[src/rtl/board_controller.sv]
// Tic-tac-toe board owner: takes human and CPU moves over valid/ready and validates them.
// Writes legal moves, scores the board after every move and exports it 2 bits per cell.
module board_controller #(
  parameter logic [1:0] CELL_X      = 2'd0,
  parameter logic [1:0] CELL_O      = 2'd1,
  parameter logic [1:0] CELL_EMPTY  = 2'd2,
  parameter int         CPU_TIMEOUT = 1023
) (
  input  logic        clock,
  input  logic        reset,
  input  logic        start,
  input  logic        human_first,
  input  logic        p_valid,
  input  logic [3:0]  p_coord,
  output logic        p_ready,
  output logic        cpu_req,
  input  logic        cpu_valid,
  input  logic [3:0]  cpu_coord,
  output logic [17:0] matriz,
  output logic        turn,
  output logic        move_err,
  output logic        game_over,
  output logic [1:0]  winner
);

  localparam int          TW          = $clog2(CPU_TIMEOUT + 1);
  localparam logic [17:0] EMPTY_BOARD = {9{CELL_EMPTY}};

  typedef enum logic [2:0] {IDLE, HUMAN, CPU, CHECK, OVER} state_t;

  state_t          r_state;
  state_t          w_nextState;
  logic [17:0]     r_board;
  logic [3:0]      r_moveCount;
  logic [TW-1:0]   r_timeout;
  logic [1:0]      r_winner;
  logic [1:0]      r_lastMark;
  logic            r_moveErr;

  logic            w_humanLegal;
  logic            w_cpuLegal;
  logic            w_humanAccept;
  logic            w_humanReject;
  logic            w_cpuAccept;
  logic            w_cpuReject;
  logic            w_timeoutHit;
  logic            w_lineWin;
  logic            w_boardFull;
  logic [3:0]      w_moveCoord;
  logic [1:0]      w_moveMark;

  // Out-of-range indices read back as code 3, which never matches EMPTY.
  function automatic logic [1:0] cellAt(input logic [17:0] b, input logic [3:0] idx);
    logic [1:0] v;
    v = 2'b11;
    for (int i = 0; i < 9; i++)
      if (idx == 4'(i)) v = b[2*i +: 2];
    return v;
  endfunction

  function automatic logic hasLine(input logic [17:0] b, input logic [1:0] m);
    logic [8:0] h;
    for (int i = 0; i < 9; i++) h[i] = (b[2*i +: 2] == m);
    return (h[0] & h[1] & h[2]) | (h[3] & h[4] & h[5]) | (h[6] & h[7] & h[8]) |
           (h[0] & h[3] & h[6]) | (h[1] & h[4] & h[7]) | (h[2] & h[5] & h[8]) |
           (h[0] & h[4] & h[8]) | (h[2] & h[4] & h[6]);
  endfunction

  assign w_humanLegal  = (p_coord <= 4'd8) && (cellAt(r_board, p_coord) == CELL_EMPTY);
  assign w_cpuLegal    = (cpu_coord <= 4'd8) && (cellAt(r_board, cpu_coord) == CELL_EMPTY);
  assign w_humanAccept = (r_state == HUMAN) && p_valid && w_humanLegal;
  assign w_humanReject = (r_state == HUMAN) && p_valid && !w_humanLegal;
  assign w_cpuAccept   = (r_state == CPU) && cpu_valid && w_cpuLegal;
  assign w_cpuReject   = (r_state == CPU) && cpu_valid && !w_cpuLegal;
  // The counter reaches CPU_TIMEOUT on this edge, so cpu_req is high CPU_TIMEOUT cycles.
  assign w_timeoutHit  = (r_state == CPU) && !w_cpuAccept && (r_timeout == TW'(CPU_TIMEOUT - 1));
  assign w_lineWin     = hasLine(r_board, r_lastMark);
  assign w_boardFull   = (r_moveCount == 4'd9);
  assign w_moveCoord   = w_humanAccept ? p_coord : cpu_coord;
  assign w_moveMark    = w_humanAccept ? CELL_X : CELL_O;

  always_ff @(posedge clock) begin
    if (reset) r_state <= IDLE;
    else       r_state <= w_nextState;
  end

  always_comb begin
    w_nextState = r_state;
    p_ready     = 1'b0;
    cpu_req     = 1'b0;
    turn        = 1'b0;
    game_over   = 1'b0;
    case (r_state)
      IDLE:  w_nextState = IDLE;
      HUMAN: begin
        p_ready = 1'b1;
        if (w_humanAccept) w_nextState = CHECK;
      end
      CPU: begin
        cpu_req = 1'b1;
        turn    = 1'b1;
        if (w_cpuAccept)       w_nextState = CHECK;
        else if (w_timeoutHit) w_nextState = OVER;
      end
      CHECK: begin
        if (w_lineWin || w_boardFull)  w_nextState = OVER;
        else if (r_lastMark == CELL_X) w_nextState = CPU;
        else                            w_nextState = HUMAN;
      end
      OVER:    game_over   = 1'b1;
      default: w_nextState = IDLE;
    endcase
    if (start) w_nextState = human_first ? HUMAN : CPU;
  end

  // A new game clears exactly what reset clears, except the state register.
  always_ff @(posedge clock) begin
    if (reset || start) begin
      r_board     <= EMPTY_BOARD;
      r_moveCount <= 4'd0;
      r_timeout   <= '0;
      r_winner    <= 2'd3;
      r_lastMark  <= CELL_X;
      r_moveErr   <= 1'b0;
    end else begin
      r_moveErr <= w_humanReject | w_cpuReject;
      r_timeout <= (r_state == CPU) ? r_timeout + TW'(1) : '0;
      if (w_humanAccept || w_cpuAccept) begin
        for (int i = 0; i < 9; i++)
          if (w_moveCoord == 4'(i)) r_board[2*i +: 2] <= w_moveMark;
        r_moveCount <= r_moveCount + 4'd1;
        r_lastMark  <= w_moveMark;
      end
      // A line on the ninth move must win over the full-board draw.
      if (r_state == CHECK) begin
        if (w_lineWin)        r_winner <= (r_lastMark == CELL_X) ? 2'd0 : 2'd1;
        else if (w_boardFull) r_winner <= 2'd2;
      end
      if (w_timeoutHit) r_winner <= 2'd0;
    end
  end

  assign matriz   = r_board;
  assign winner   = r_winner;
  assign move_err = r_moveErr;

endmodule

[config.mk]
export PLATFORM = sky130hd
export DESIGN_NAME = board_controller
export DESIGN_NICKNAME = d
export VERILOG_FILES = /design/src/rtl/board_controller.sv
export SDC_FILE = /design/constraint.sdc
export NUM_CORES = 1
export LEC_CHECK = 0
export BUFFER_PORTS_ARGS = -buffer_cell sky130_fd_sc_hd__buf_2
export CORE_MARGIN = 3
export CORE_UTILIZATION = 43
export CTS_CLUSTER_SIZE = 28
export DETAILED_ROUTE_END_ITERATION = 7
export HOLD_SLACK_MARGIN = 0.05
export PLACE_DENSITY = 0.75
export SLEW_MARGIN = 30
export SYNTH_ARGS = -nofsm -noshare
export SYNTH_HDL_FRONTEND = slang
export SYNTH_SLANG_ARGS = --single-unit
[constraint.sdc]
create_clock -name clock -period 3.3 [get_ports clock]
set_clock_uncertainty 0.15 [all_clocks]
set_input_delay 0.825 -clock clock [delete_from_list [all_inputs] [get_ports clock]]
set_output_delay 0.825 -clock clock [all_outputs]
set_load 0.02 [all_outputs]
=== After elaboration in Yosys (flattened, before gate mapping) ===
Cells that the tools add are included.

* Register bits: 40
* Latch bits: 0
* Memory bits (writable): 0
* ROM bits: 0
* Input bits: 14
* Output and inout port bits: 25
* Word-level logic and storage cells: 158
* Memories: 0

* $add $sub $neg: 2
* $mul: 0
* Div/mod/pow operators: 0
* Order comparisons: 2
* Equality and inequality tests: 44
* Shifts and indexed selects: 0
* Mux-type cells: 36
* Bitwise gates (word level): 25
* Reductions and logical operators: 34

{| class="wikitable"
|+ Operators by type and width
! kind !! number
|-
| $eq 4x3->1 const B || 12
|-
| $mux 2 || 24
|-
| $eq 4x2->1 const B || 6
|-
| $reduce_and 2->1 || 10
|-
| $eq 2x2->1 || 9
|-
| $and 1x1->1 || 16
|-
| $eq 4x4->1 const B || 4
|-
| $mux 3 || 5
|-
| $eq 4x1->1 const B || 3
|-
| $logic_not 4->1 || 3
|-
| $pmux 3 s4 || 1
|-
| $add 10x1->10 const B || 1
|-
| $eq 10x10->1 const B || 1
|-
| $logic_and 1x1->1 || 10
|-
| $le 4x4->1 const B || 2
|-
| $or 1x1->1 || 8
|-
| $eq 3x2->1 const B || 2
|-
| $mux 1 || 5
|-
| $add 4x1->4 const B || 1
|-
| $eq 2x2->1 const B || 2
|-
| $mux 4 || 1
|-
| $ne 4x4->1 const B || 1
|-
| $eq 3x1->1 const B || 1
|-
| $eq 3x3->1 const B || 1
|-
| other kinds (10) || 14
|}

=== Logic depth before layout (Yosys ltp) ===
* Depth after elaboration: 20
* Depth in mapped cells: 9
* Mapped depth without buffers: 7

=== Worst setup path before layout ===
No wires, ideal clock.

* Kind: input to register
* From: in cpu_coord[0]
* To: reg r_board[10], in the netlist matriz[10]
* Setup time: 0.086 ns
* Data arrival time: 2.696 ns
* Required time: 3.064 ns
* Setup slack: 0.367 ns
* Stages on the path: 8
* Buffers on the path: 1
* Cells stage by stage: buf_6 -> nand2b_4 -> or4b_1 -> a311oi_2 -> o311ai_2 -> or2_4 -> o21bai_1 -> a221oi_2

* Longest elaborated chain between the ends: 15
* Elaborated cells between the ends (all ways): 26
* Classes of those cells: order compare: 1; eq/ne: 10; mux: 10; reduce/logical: 5

{| class="wikitable"
|+ RTL lines
! item !! line !! source
|-
| start: declaration || 18 || <nowiki>input logic [3:0] cpu_coord,</nowiki>
|-
| $logic_not 4->1 || 57 || <nowiki>if (idx == 4'(i)) v = b[2*i +: 2];</nowiki>
|-
| $mux 2 (9 in a row) || 57 ||
|-
| $eq 2x2->1 || 70 || <nowiki>assign w_cpuLegal = (cpu_coord <= 4'd8) && (cellAt(r_board, cpu_coord) == CELL_EMPTY);</nowiki>
|-
| $logic_and 1x1->1 || 70 ||
|-
| $logic_and 1x1->1 || 73 || <nowiki>assign w_cpuAccept = (r_state == CPU) && cpu_valid && w_cpuLegal;</nowiki>
|-
| $logic_or 1x1->1 || 128 || <nowiki>if (w_humanAccept || w_cpuAccept) begin</nowiki>
|-
| $reduce_and 2->1 (no line) * || n/a ||
|-
| end signal: indexed assignment || 130 || <nowiki>if (w_moveCoord == 4'(i)) r_board[2*i +: 2] <= w_moveMark;</nowiki>
|-
| end: declaration || 33 || <nowiki>logic [17:0] r_board;</nowiki>
|}

Every way passes the cells marked *; elsewhere a longest branch is shown, timed or not.
A chain may end at the register's enable or synchronous reset.

=== Worst setup path after layout ===
* From: in p_coord[1]
* To: reg r_board[12], in the netlist matriz[12]

* Longest elaborated chain between the ends: 16
* Elaborated cells between the ends (all ways): 27
* Classes of those cells: order compare: 1; eq/ne: 10; mux: 11; reduce/logical: 5

{| class="wikitable"
|+ RTL lines
! item !! line !! source
|-
| start: declaration || 14 || <nowiki>input logic [3:0] p_coord,</nowiki>
|-
| $logic_not 4->1 || 57 ||
|-
| $mux 2 (9 in a row) || 57 ||
|-
| $eq 2x2->1 || 69 || <nowiki>assign w_humanLegal = (p_coord <= 4'd8) && (cellAt(r_board, p_coord) == CELL_EMPTY);</nowiki>
|-
| $logic_and 1x1->1 || 69 ||
|-
| $logic_and 1x1->1 || 71 || <nowiki>assign w_humanAccept = (r_state == HUMAN) && p_valid && w_humanLegal;</nowiki>
|-
| $mux 4 || 79 || <nowiki>assign w_moveCoord = w_humanAccept ? p_coord : cpu_coord;</nowiki>
|-
| $eq 4x3->1 || 130 ||
|-
| $reduce_and 2->1 (no line) || n/a ||
|}

Parallel ways exist; a longest one is shown, timed or not.

==> flow_summary.ini <==
[timing]
timing.final.ws_setup_ps = 454
slew_headroom_pct = 51.4
clock.fmax_mhz = 351
fin_crit_ps = 2850
rsz0062_at_grt = no
worstMarginPinSlew_ps = 717
finalHoldViolCount = 0
finalSetupViolations = 0
timing.final.crit_share_pct = 86.3
maxSlewViolCount = 0
finalSetupTns_ps = 0

[drt]
top_layer_used = met4
wl_per_cell_um = 16.3
vias_per_cell = 6.08
ant_nets = 0
wl_met2_um = 2810
drt_iter0_drc = 292
drt_pass1_iterations = 7
dr_wl_met3_um = 605
vias = 2420
wirelength_um = 6480
met1_length_um = 2960
drc = 0

[min_path]
hp-start = r_moveCount[3]
holdCritPathClass = reg2reg

[global_routing]
overflow = 0
grt_pass1_vias = 2321
grt_max_degree = 22
antenna_found_initial = 0
grt_pass1_wl_um = 11000
track_usage_pct = 21.5

[worst_setup_path]
critPathRequiredTime_ps = 3340
crit_start = p_coord[1]
regToRegStartpoint = r_lastMark[0]
cp-end-kind = flop
cp.arrival_ps = 2890
worstSetupStartpointType = input pin
path_class = in2reg
crit_fanout = 12

[synthesis]
synthTopCellsByCount = 39 x dfxtp_1, 29 x nor2_1, 21 x nand3_1, 19 x inv_1, 14 x nand2_1
syn_inst = 292
synth_edf_count = 0
yosys.area.top_type = dfxtp_1
syn-num-nets = 310
post_synth_num_cell_types = 65
yosys_warnings = 0
yosysSeqAreaShare_pct = 33.2
yosysMostFrequentCell = dfxtp_1
syn_avg_cell_area_sq_um = 8.06
synthArstFlopShare_pct = 0
ys.flop_type = dfxtp_1
synth_area_leaders = dfxtp_1 33%, nor2_1 4.6%, nand3_1 4.5%
synth_seq_cells = 39
synth_area_sq_um = 2350
yosysTopAreaCellShare_pct = 33.2

[cts]
cts-root-buf = clkbuf_8
cts_sinks = 39
cts_buffers = 5
clkLatencyLatePin_ps = 290
hold_buffers = 0
post_cts_buffers = 0
clockBufferDepth = 2
cts-resized-gates = 0
clkTransAtPathRegs_ps = 70
htreeDepth = 2
cts_tree = done

[flow_run]
maxCapViolCount = 0

[place]
placed_area_sq_um = 2590
place_congestion = 0.966
hpwl_um = 4770
post-place-ws_ps = 204
port-buffer-count = 38

[final_layout]
area_growth_pct = 13.8
multi_input_area_sq_um = 1440
drive_gt1_share_pct = 18.3
seq_area_sq_um = 781
diodes = 0
final_area_sq_um = 2680
fillerInstances = 521
finalNetCount = 345

[floorplan]
die_x_um = 80.0
ios = 39
die_h_um = 80.0
core_sq_um = 5200
die-area_sq_um = 6390
rows = 26
start_util_pct = 45.2

[power]
finalPower_uw = 900
peakVddDrop_v = 0.000254
pwr_density_cell_nw_per_um2 = 336
leakage_uw = 0.00108

[outcome]
status = complete, no violations
-- kinds of logic (layout without fill, tap and decap cells) --
logic type               after synthesis  after routing  synth area share [%]
AO/OA/AOI/OAI                         76             76                  24.1
XOR/XNOR                              12             12                  4.47
adder cells (fa/ha/maj)                4              4                  2.13
buffers and inverters                 33             69                  5.80
flip-flops                            39             39                  33.2
multiplexers                           1              1                 0.426
AND/OR/NAND/NOR                      127            127                  29.8
-- cell usage in the layout (no fill, tap or decap), types with 3 or more instances in the layout --
cell,instances
nor2_1,29
a31oi_1,10
and2_1,4
nand2_1,14
nor2b_1,6
o21a_1,3
a211oi_1,8
xnor2_1,4
nand3b_1,3
xor2_1,8
nor3_1,10
o21ai_0,10
or4_1,3
buf_4,4
a2111oi_0,3
clkbuf_8,5
o32ai_1,3
nand4_1,6
a21oi_1,8
inv_1,19
or3_1,8
nand3_1,21
dfxtp_1,39
a21o_1,3
and3_1,3
and4_1,3
nor3b_1,4
buf_2,38
ha_1,4
-- sequential cells by signal, summed over array words and instances (netlist names) --
register     count
r_lastMark       1
r_state          3
r_moveCount      4
winner           2
r_timeout       10
matriz          18
move_err         1
-- layout make-up --
class / count / area share (%)
sequential: 39 / 29.2
tap: 70 / 3.27
multi-input combinational: 220 / 53.6
inverter: 19 / 2.66
timing repair buffer: 42 / 8.23
clock inverter: 1 / 0.187
clock buffer: 7 / 2.85
-- per-stage QoR --
stage	cells	utilization [%]	hold WS [ps]
finish	398	51.4	330
global route	398	51.4	388
CTS	398	51.4	330
detailed placement	390	49.9	321
global placement	390	49.9	312
floorplan	292	-	297
-- worst paths after layout --
check | end | slack [ps] | cells past startpoint
worst min register to register | r_moveCount[3] | 330 | 2
worst max register to register | r_state[0] | 510 | 7
worst max-delay path | matriz[12] | 450 | 8
worst min-delay path | r_moveCount[3] | 330 | 2
-- routing by layer --
layer  vias up  global-route usage, %
met3        13                   4.40
li1       1158                      -
met5         -                      0
met1      1116                   29.4
met4         0                   7.60
met2       133                   33.4
-- critical path, stage by stage --
cell and delay (ps):
buf_2 170, or3b_2 450, a21oi_1 170, o21ai_1 130, a211oi_2 440, and4_1 320
o21ai_0 130, a221oi_1 260
-- power by group --
| group | total, uW | leakage (uW) | internal (uW) | switching, uW |
|---|---|---|---|---|
| Clock | 308 | 0.0000422 | 148 | 159 |
| Sequential | 479 | 0.000315 | 474 | 4.99 |
| Combinational | 113 | 0.000721 | 41.0 | 72.0 |
| Total | 900 | 0.00108 | 664 | 236 |
Power figures use the tool's default switching activity.
